### src/rtl/simmem_linkedlist_bank_rr.sv
// Multi-ID response bank: per-ID linked lists in one shared RAM, round-robin drain.
// Define SIMMEM_LINKEDLIST_BANK_FIXED_PRIO_EN for fixed lowest-ID-first arbitration.
module simmem_linkedlist_bank_rr #(
    parameter int unsigned StructWidth   = 32,
    parameter int unsigned TotalCapacity = 16,
    parameter int unsigned IDWidth       = 2,
    localparam int unsigned NumIds       = 1 << IDWidth,
    localparam int unsigned CntW         = $clog2(TotalCapacity + 1)
) (
    input  logic                     clk_i,
    input  logic                     rst_ni,
    input  logic [NumIds-1:0]        release_en_i,
    input  logic [StructWidth-1:0]   data_i,
    input  logic                     in_valid_i,
    output logic                     in_ready_o,
    output logic [StructWidth-1:0]   data_o,
    output logic                     out_valid_o,
    input  logic                     out_ready_i,
    output logic [CntW-1:0]          free_cnt_o,
    output logic [NumIds*CntW-1:0]   id_cnt_o
);

    localparam int unsigned IdxW = $clog2(TotalCapacity);

    logic [StructWidth-1:0] payload_q [TotalCapacity];
    logic [IdxW-1:0]        next_q    [TotalCapacity];
    logic [IdxW-1:0]        next_d    [TotalCapacity];
    logic [IdxW-1:0]        head_q    [NumIds];
    logic [IdxW-1:0]        head_d    [NumIds];
    logic [IdxW-1:0]        tail_q    [NumIds];
    logic [IdxW-1:0]        tail_d    [NumIds];
    logic [CntW-1:0]        cnt_q     [NumIds];
    logic [CntW-1:0]        cnt_d     [NumIds];

    logic [TotalCapacity-1:0] free_q, free_d;
    logic [CntW-1:0]          free_cnt_q, free_cnt_d;
    logic                     locked_q, locked_d;
    logic [IDWidth-1:0]       lsel_q, lsel_d;

    logic [NumIds-1:0]  elig;
    logic [IDWidth-1:0] arb_sel, sel, push_id;
    logic [IdxW-1:0]    alloc_idx;
    logic [CntW-1:0]    push_cnt;
    logic               push, pop;

`ifndef SIMMEM_LINKEDLIST_BANK_FIXED_PRIO_EN
    logic [IDWidth-1:0] rr_q, rr_d, cand;
`endif

    always_comb begin
        for (int i = 0; i < NumIds; i++) begin
            elig[i] = (cnt_q[i] != '0) && release_en_i[i];
            id_cnt_o[i*CntW +: CntW] = cnt_q[i];
        end
    end

    always_comb begin
        arb_sel = '0;
`ifdef SIMMEM_LINKEDLIST_BANK_FIXED_PRIO_EN
        for (int i = NumIds - 1; i >= 0; i--) begin
            if (elig[i]) arb_sel = IDWidth'(i);
        end
`else
        cand = '0;
        // Scan farthest-first so the nearest eligible ID after rr_q wins.
        for (int k = NumIds; k >= 1; k--) begin
            cand = rr_q + IDWidth'(k);
            if (elig[cand]) arb_sel = cand;
        end
`endif
    end

    always_comb begin
        alloc_idx = '0;
        for (int i = TotalCapacity - 1; i >= 0; i--) begin
            if (free_q[i]) alloc_idx = IdxW'(i);
        end
    end

    assign sel         = locked_q ? lsel_q : arb_sel;
    assign out_valid_o = locked_q || (|elig);
    assign data_o      = out_valid_o ? payload_q[head_q[sel]] : '0;
    assign in_ready_o  = rst_ni && (free_cnt_q != '0);
    assign free_cnt_o  = free_cnt_q;
    assign push        = in_valid_i && in_ready_o;
    assign pop         = out_valid_o && out_ready_i;
    assign push_id     = data_i[IDWidth-1:0];

    always_comb begin
        next_d     = next_q;
        head_d     = head_q;
        tail_d     = tail_q;
        cnt_d      = cnt_q;
        free_d     = free_q;
        locked_d   = locked_q;
        lsel_d     = lsel_q;
        push_cnt   = cnt_q[push_id];
`ifndef SIMMEM_LINKEDLIST_BANK_FIXED_PRIO_EN
        rr_d       = rr_q;
`endif
        if (pop) begin
            free_d[head_q[sel]] = 1'b1;
            head_d[sel]         = next_q[head_q[sel]];
            cnt_d[sel]          = cnt_q[sel] - CntW'(1);
            locked_d            = 1'b0;
`ifndef SIMMEM_LINKEDLIST_BANK_FIXED_PRIO_EN
            rr_d                = sel;
`endif
            if (sel == push_id) push_cnt = push_cnt - CntW'(1);
        end else if (out_valid_o) begin
            locked_d = 1'b1;
            lsel_d   = sel;
        end
        if (push) begin
            // A list drained by this cycle's pop restarts at the new entry.
            free_d[alloc_idx] = 1'b0;
            if (push_cnt == '0) head_d[push_id] = alloc_idx;
            else next_d[tail_q[push_id]] = alloc_idx;
            tail_d[push_id] = alloc_idx;
            cnt_d[push_id]  = cnt_d[push_id] + CntW'(1);
        end
        free_cnt_d = free_cnt_q - CntW'(push) + CntW'(pop);
    end

    always_ff @(posedge clk_i or negedge rst_ni) begin
        if (!rst_ni) begin
            for (int i = 0; i < TotalCapacity; i++) next_q[i] <= '0;
            for (int i = 0; i < NumIds; i++) begin
                head_q[i] <= '0;
                tail_q[i] <= '0;
                cnt_q[i]  <= '0;
            end
            free_q     <= '1;
            free_cnt_q <= CntW'(TotalCapacity);
            locked_q   <= 1'b0;
            lsel_q     <= '0;
`ifndef SIMMEM_LINKEDLIST_BANK_FIXED_PRIO_EN
            rr_q       <= IDWidth'(NumIds - 1);
`endif
        end else begin
            next_q     <= next_d;
            head_q     <= head_d;
            tail_q     <= tail_d;
            cnt_q      <= cnt_d;
            free_q     <= free_d;
            free_cnt_q <= free_cnt_d;
            locked_q   <= locked_d;
            lsel_q     <= lsel_d;
`ifndef SIMMEM_LINKEDLIST_BANK_FIXED_PRIO_EN
            rr_q       <= rr_d;
`endif
        end
    end

    always_ff @(posedge clk_i) begin
        if (push) payload_q[alloc_idx] <= data_i;
    end

    a_pop_nonempty: assert property (@(posedge clk_i) disable iff (!rst_ni)
        pop |-> cnt_q[sel] != '0);
    a_id_no_overflow: assert property (@(posedge clk_i) disable iff (!rst_ni)
        push |-> cnt_q[push_id] != CntW'(TotalCapacity));
    a_free_no_underflow: assert property (@(posedge clk_i) disable iff (!rst_ni)
        (push && !pop) |-> free_cnt_q != '0);
    a_free_no_overflow: assert property (@(posedge clk_i) disable iff (!rst_ni)
        (pop && !push) |-> free_cnt_q != CntW'(TotalCapacity));

endmodule

### config.mk
export PLATFORM = sky130hd
export DESIGN_NAME = simmem_linkedlist_bank_rr
export DESIGN_NICKNAME = d
export VERILOG_FILES = /design/src/rtl/simmem_linkedlist_bank_rr.sv
export SDC_FILE = /design/constraint.sdc
export NUM_CORES = 1
export LEC_CHECK = 0
export ABC_CLOCK_PERIOD_IN_PS = 9600
export CORE_UTILIZATION = 35
export DETAILED_ROUTE_END_ITERATION = 10
export GPL_TIMING_DRIVEN = 0
export PLACE_DENSITY = 0.54
export SYNTH_ARGS = -nofsm -noshare
export SYNTH_HDL_FRONTEND = slang
export SYNTH_SLANG_ARGS = --single-unit
export TNS_END_PERCENT = 5
### constraint.sdc
create_clock -name clk_i -period 9.6 [get_ports clk_i]
set_input_delay 1.44 -clock clk_i [delete_from_list [all_inputs] [get_ports clk_i]]
set_output_delay 1.44 -clock clk_i [all_outputs]
set_load 0.005 [all_outputs]
* Word level (Yosys, flattened, before mapping)
Memory sizes are Yosys's and may differ from the RTL's.
Index checks and enable logic that the tools add are counted.
** Word-level totals
- Flip-flop bits (word level) :: 142
- Memory bits (writable) :: 512
- Bits of input ports :: 40
- Memories :: 1
** Memory list
- payload_q :: depth 16, width 32, rd ports 1, clocked after memory_dff 0, write ports 1, line 25 : logic [StructWidth-1:0] payload_q [TotalCapacity];
** Operators by class
- Add/subtract/negate cells :: 8
- Order comparisons :: 15
- Equal/unequal tests :: 1
- Mux-type cells :: 81
- Bitwise operators :: 9
- Reductions and logical operators :: 23
** Operator list (count)
- 2-to-1 mux 4 bit :: 25
- 2-to-1 mux 16 bit :: 5
- bitwise mux 64 bit :: 1
- 2-to-1 mux 5 bit :: 10
- bitwise mux 16 bit :: 3
- bitwise mux 20 bit :: 2
- 2-to-1 mux 20 bit :: 2
- 2-to-1 mux 32 bit :: 1
- binary-select mux 5 bit (select 2 bit) :: 3
- nonzero test 5 bit :: 5
- demux 5 bit (select 2 bit) :: 2
- bitwise AND 16 bit :: 1
- binary-select mux 4 bit (select 2 bit) :: 2
- binary-select mux 4 bit (select 4 bit) :: 1
- demux 4 bit (select 2 bit) :: 2
- demux 4 bit (select 4 bit) :: 1
- inverter 16 bit :: 1
- bitwise OR 16 bit :: 1
- logical AND 1 bit :: 12
- less-than comparator 2 x 3 -> 1 bit (second input constant) :: 4
- >= comparator 5 bit (second input constant) :: 2
- less-than comparator 4 x 5 -> 1 bit (second input constant) :: 2
- 2-to-1 mux 1 bit :: 10
- 2-to-1 mux 2 bit :: 5
- other kinds (21) :: 34

* Logic depth before layout (Yosys ltp)
- Depth in word-level cells :: 23
- Depth in mapped cells :: 18

* Worst setup path before layout
Ideal clock, no wire load.
- Path type :: input to output
- Start point :: input release_en_i[3]
- End point :: output data_o[10]
- Arrival time :: 4.071 ns
- Setup slack :: 4.089 ns
- Stages on the path :: 13
- Buffers on the path :: 5
- Cells stage by stage :: inv_1 a21o_1 a221oi_4 o211a_1 buf_2 buf_4 mux2i_1 mux2_2 buf_2 buf_4 clkbuf_1 mux2i_1 o22ai_1
** On the way
- Longest elaborated chain between the ends :: 14
- Elaborated cells between the ends (all ways) :: 22
- Those cells by class :: mux: 17; bitwise: 1; reduce/logical: 3; memory: 1
** RTL lines
- start, declared :: line 12 : input logic [NumIds-1:0] release_en_i,
- logical AND 1 bit * :: line 52 : elig[i] = (cnt_q[i] != '0) && release_en_i[i];
- binary-select mux 1 bit (select 2 bit) :: line 68 : if (elig[cand]) arb_sel = cand;
- 2-to-1 mux 1 bit (implied by the code) :: line 68
- 2-to-1 mux 2 bit (4 in series) :: line 68
- 2-to-1 mux 2 bit :: line 80 : assign sel = locked_q ? lsel_q : arb_sel;
- inverter 2 -> 3 bit (implied by the code) :: line 82 : assign data_o = out_valid_o ? payload_q[head_q[sel]] : '0;
- binary-select mux 4 bit (select 2 bit) :: line 82
- 2-to-1 mux 4 bit (implied by the code) (2 in series) :: line 82
- memory read (16 x 32 bit)
- 2-to-1 mux 32 bit * :: line 82
- end, declared :: line 16 : output logic [StructWidth-1:0] data_o,
Mark *: on every way between the ends. The rest lies on a longest branch, timed or not. The select of a mux whose other input is x is not followed.

* Worst setup path after layout
- Start point :: input release_en_i[3]
- End point :: output data_o[2]
The elaborated chain is that of the path after synthesis.

==> results.ini <==
[setup_path]
crit_path_top_delay_cell = clkbuf_1
critical-path-max-stage-delay_ns = 0.75
crit_family = buffers and inverters
end_kind = output port
critPathKind = primary input to output port
crit_buf_inv = 8
crit_fanout = 10
crit_chain = clkdlybuf4s50_1 > inv_1 > a211oi_1 > a211o_2 > o211a_1 > buf_2 > buf_4 > mux2i_1 > mux2_2 > buf_2 > buf_4 > clkbuf_1 > mux2i_1 > o22ai_1 > clkdlybuf4s50_1
crit_required_ns = 8.16
cp_data_arrival_time_ns = 6.65
cp-start-kind = primary input

[synth]
synth_warnings = 0
synth_cells = 1928
yosysSeqAreaShare_pct = 65.7
synth_edf_count = 512
synth_top_family_by_area = multiplexers
ys_ff_latch = 654
syn_avg_cell_area_um2 = 15.0
synth_compound_area_share_pct = 6.12
synth_nets = 1978
synth_fa_ha_area_share_pct = 0.459
synth.area.top_cells = edfxtp_1 (53%), mux2i_1 (16%), dfrtp_1 (11%)
muxShareOfSynthArea_pct = 19.5
yosysTopAreaCell = edfxtp_1
synth-async-reset-ratio_pct = 21.7
syn_area_um2 = 28900
synth_xor_area_share_pct = 0.607
ys_types = 89
synthSimpleGateAreaFrac_pct = 5.23
synth_top_area_share_pct = 53.3
synth_flop_cell = edfxtp_1

[placed_design]
dp.cells = 3105
post-dp-hpwl_mm = 53.3
dpl_cell_area_um2 = 31700
post-place-ws_ns = 1.63
portBuffers = 98
place.gp.congestion = 0.860

[sta]
rsz0062_at_grt = false
timing.final.crit_share_pct = 84.3
fmax_ghz = 0.124
post-route-min-period_ns = 8.09
final-hold-violation-count = 0
tns_ns = 0
fin_skew_ns = 0.0275
setup_viol = 0
slew_headroom_pct = 13.2
fin_ws_ns = 1.51
holdWs_ns = 0.478
drv_slew = 0
tightest_slew_ns = 1.29

[drt]
drt_iter0_markers = 1235
vias = 17400
dr.pass1.iters = 5
drt-wirelength-per-cell_um = 24.5
ant_nets = 0
viasPerCell = 5.37
drt-total-wl_mm = 79.5
drc = 0

[floorplan]
start_util_pct = 35.6
io_pins = 99
dieArea_um2 = 83600
core_area_um2 = 81100
die_y_um = 289
fp.dieW_um = 289
rows = 104

[clock_network]
cts-hold-fix-buffers = 0
numCtsBuffers = 76
tritoncts = built
cts.repair.resized = 0
cts_buffer_depth = 3
clock_sinks = 654
clk_latency_ns = 0.61
clk_pin_slew_ns = 0.05
postCtsSetupRepairBufs = 0
htreeDepth = 3
cts-root-buf = clkbuf_16

[layout]
stdcell_count = 3244
final_area_um2 = 34200
syn2layout_area_growth_pct = 18.4
mostFrequentLayoutCells = edfxtp_1 (512), mux2i_1 (469), dfrtp_1 (123)
fill_cells = 7309
final_common_cell = edfxtp_1
drive_gt1_share_pct = 15.4
num-nets-final = 2173

[hold_path]
hp-class = register to register

[run]
maxCapViolCount = 0

[global_route]
antenna_found_initial = 1
grt_overflow = 0
grtUsageTotal_pct = 19.0
grt_pass1_wl_mm = 116
grt_max_degree = 75
first_global_vias = 17800

[status]
outcome = finished, final reports clean

[pwr]
ir_drop_mv = 0.157
p_leak_nw = 12.9
power.density_nw_per_um2 = 328

metrics by stage:
stage	total power, mW	util (%)
after global routing	11.7	42.2
final	11.2	42.2
after floorplan	6.49	-
after detailed placement	8.41	39.1
after global placement	8.32	38.5
after CTS	11.3	42.2
cells in the mapped netlist, types with 3 or more instances:
master and n:
o2111ai_1 3, nor3_2 5, dfstp_2 19, nand2_1 121
buf_2 29, buf_6 3, a211o_2 3, xnor2_1 14
nor3_1 24, nor2_1 73, mux4_2 9, inv_1 30
or2_2 3, a2111oi_0 6, a211o_1 7, o21bai_1 3
buf_1 3, a311oi_1 7, a21oi_1 48, dfrtp_1 123
o21ai_0 30, a32oi_1 5, clkinv_1 3, o21ai_1 5
a211oi_1 20, buf_4 32, and2_1 3, a21o_1 4
mux2i_1 469, clkbuf_1 33, nand3_1 40, xor2_1 6
edfxtp_1 512, mux2_1 5, a22o_1 7, a31oi_1 7
nand2b_1 3, nor4_1 7, mux2_2 59, or3_1 8
o211ai_1 29, o22ai_1 35, and3_1 10, ha_1 9
tightest hold or removal path, delay by kind of cell, from the launching register on:
family | cells | cell delay (ns)
and+or+nand+nor | 2 | 0.11
DFF | 1 | 0.34
routing by layer:
layer	global-route usage [%]	part of all wire (%)
met1	26.6	46
met2	30.6	47
met3	3.38	5.5
met4	5.04	2.1
met5	0	0
report_power, final:
| part | internal [mW] | switching, mW |
|---|---|---|
| logic | 1.99 | 2.75 |
| clock network | 1.68 | 1.18 |
| registers | 3.37 | 0.239 |
| total | 7.04 | 4.16 |
sequential cells by signal, indices dropped and copies added, names as in the netlist:
register	flops
payload_q	512
next_q	64
id_cnt_o	20
free_q	16
head_q	16
tail_q	16
free_cnt_o	5
lsel_q	2
rr_q	2
locked_q	1
worst paths after layout:
| path | end | start | slack, ns | cells past startpoint |
|---|---|---|---|---|
| max | data_o[2] | release_en_i[3] | 1.51 | 15 |
| min | tail_q[0] | tail_q[0] | 0.48 | 2 |
| max reg2reg | id_cnt_o[13] | id_cnt_o[4] | 4.54 | 17 |
| min reg2reg | tail_q[0] | tail_q[0] | 0.48 | 2 |
| max in group asynchronous | free_q[9] | rst_ni | 7.87 | 2 |
| min in group asynchronous | free_cnt_o[1] | rst_ni | 0.85 | 1 |
cell type report:
class	count	area, µm²	area share, %
multi-input combinational	1140	9330	27.3
clock inverter	38	412	1.20
sequential	654	19000	55.4
buffer	101	574	1.68
clock buffer	100	2080	6.10
tap	1060	1330	3.88
timing repair buffer	117	1370	4.02
antenna	1	2.50	0.00732
inverter	33	124	0.362
cell families (layout without fill, tap and decap cells):
family,after synthesis,in the layout
compound gates,247,247
xor+xnor,20,20
fa+ha+maj,10,10
buf+inv,134,389
flops,654,654
mux,543,543
other cells,0,1
simple gates,320,320
Power figures use the tool's default switching activity.
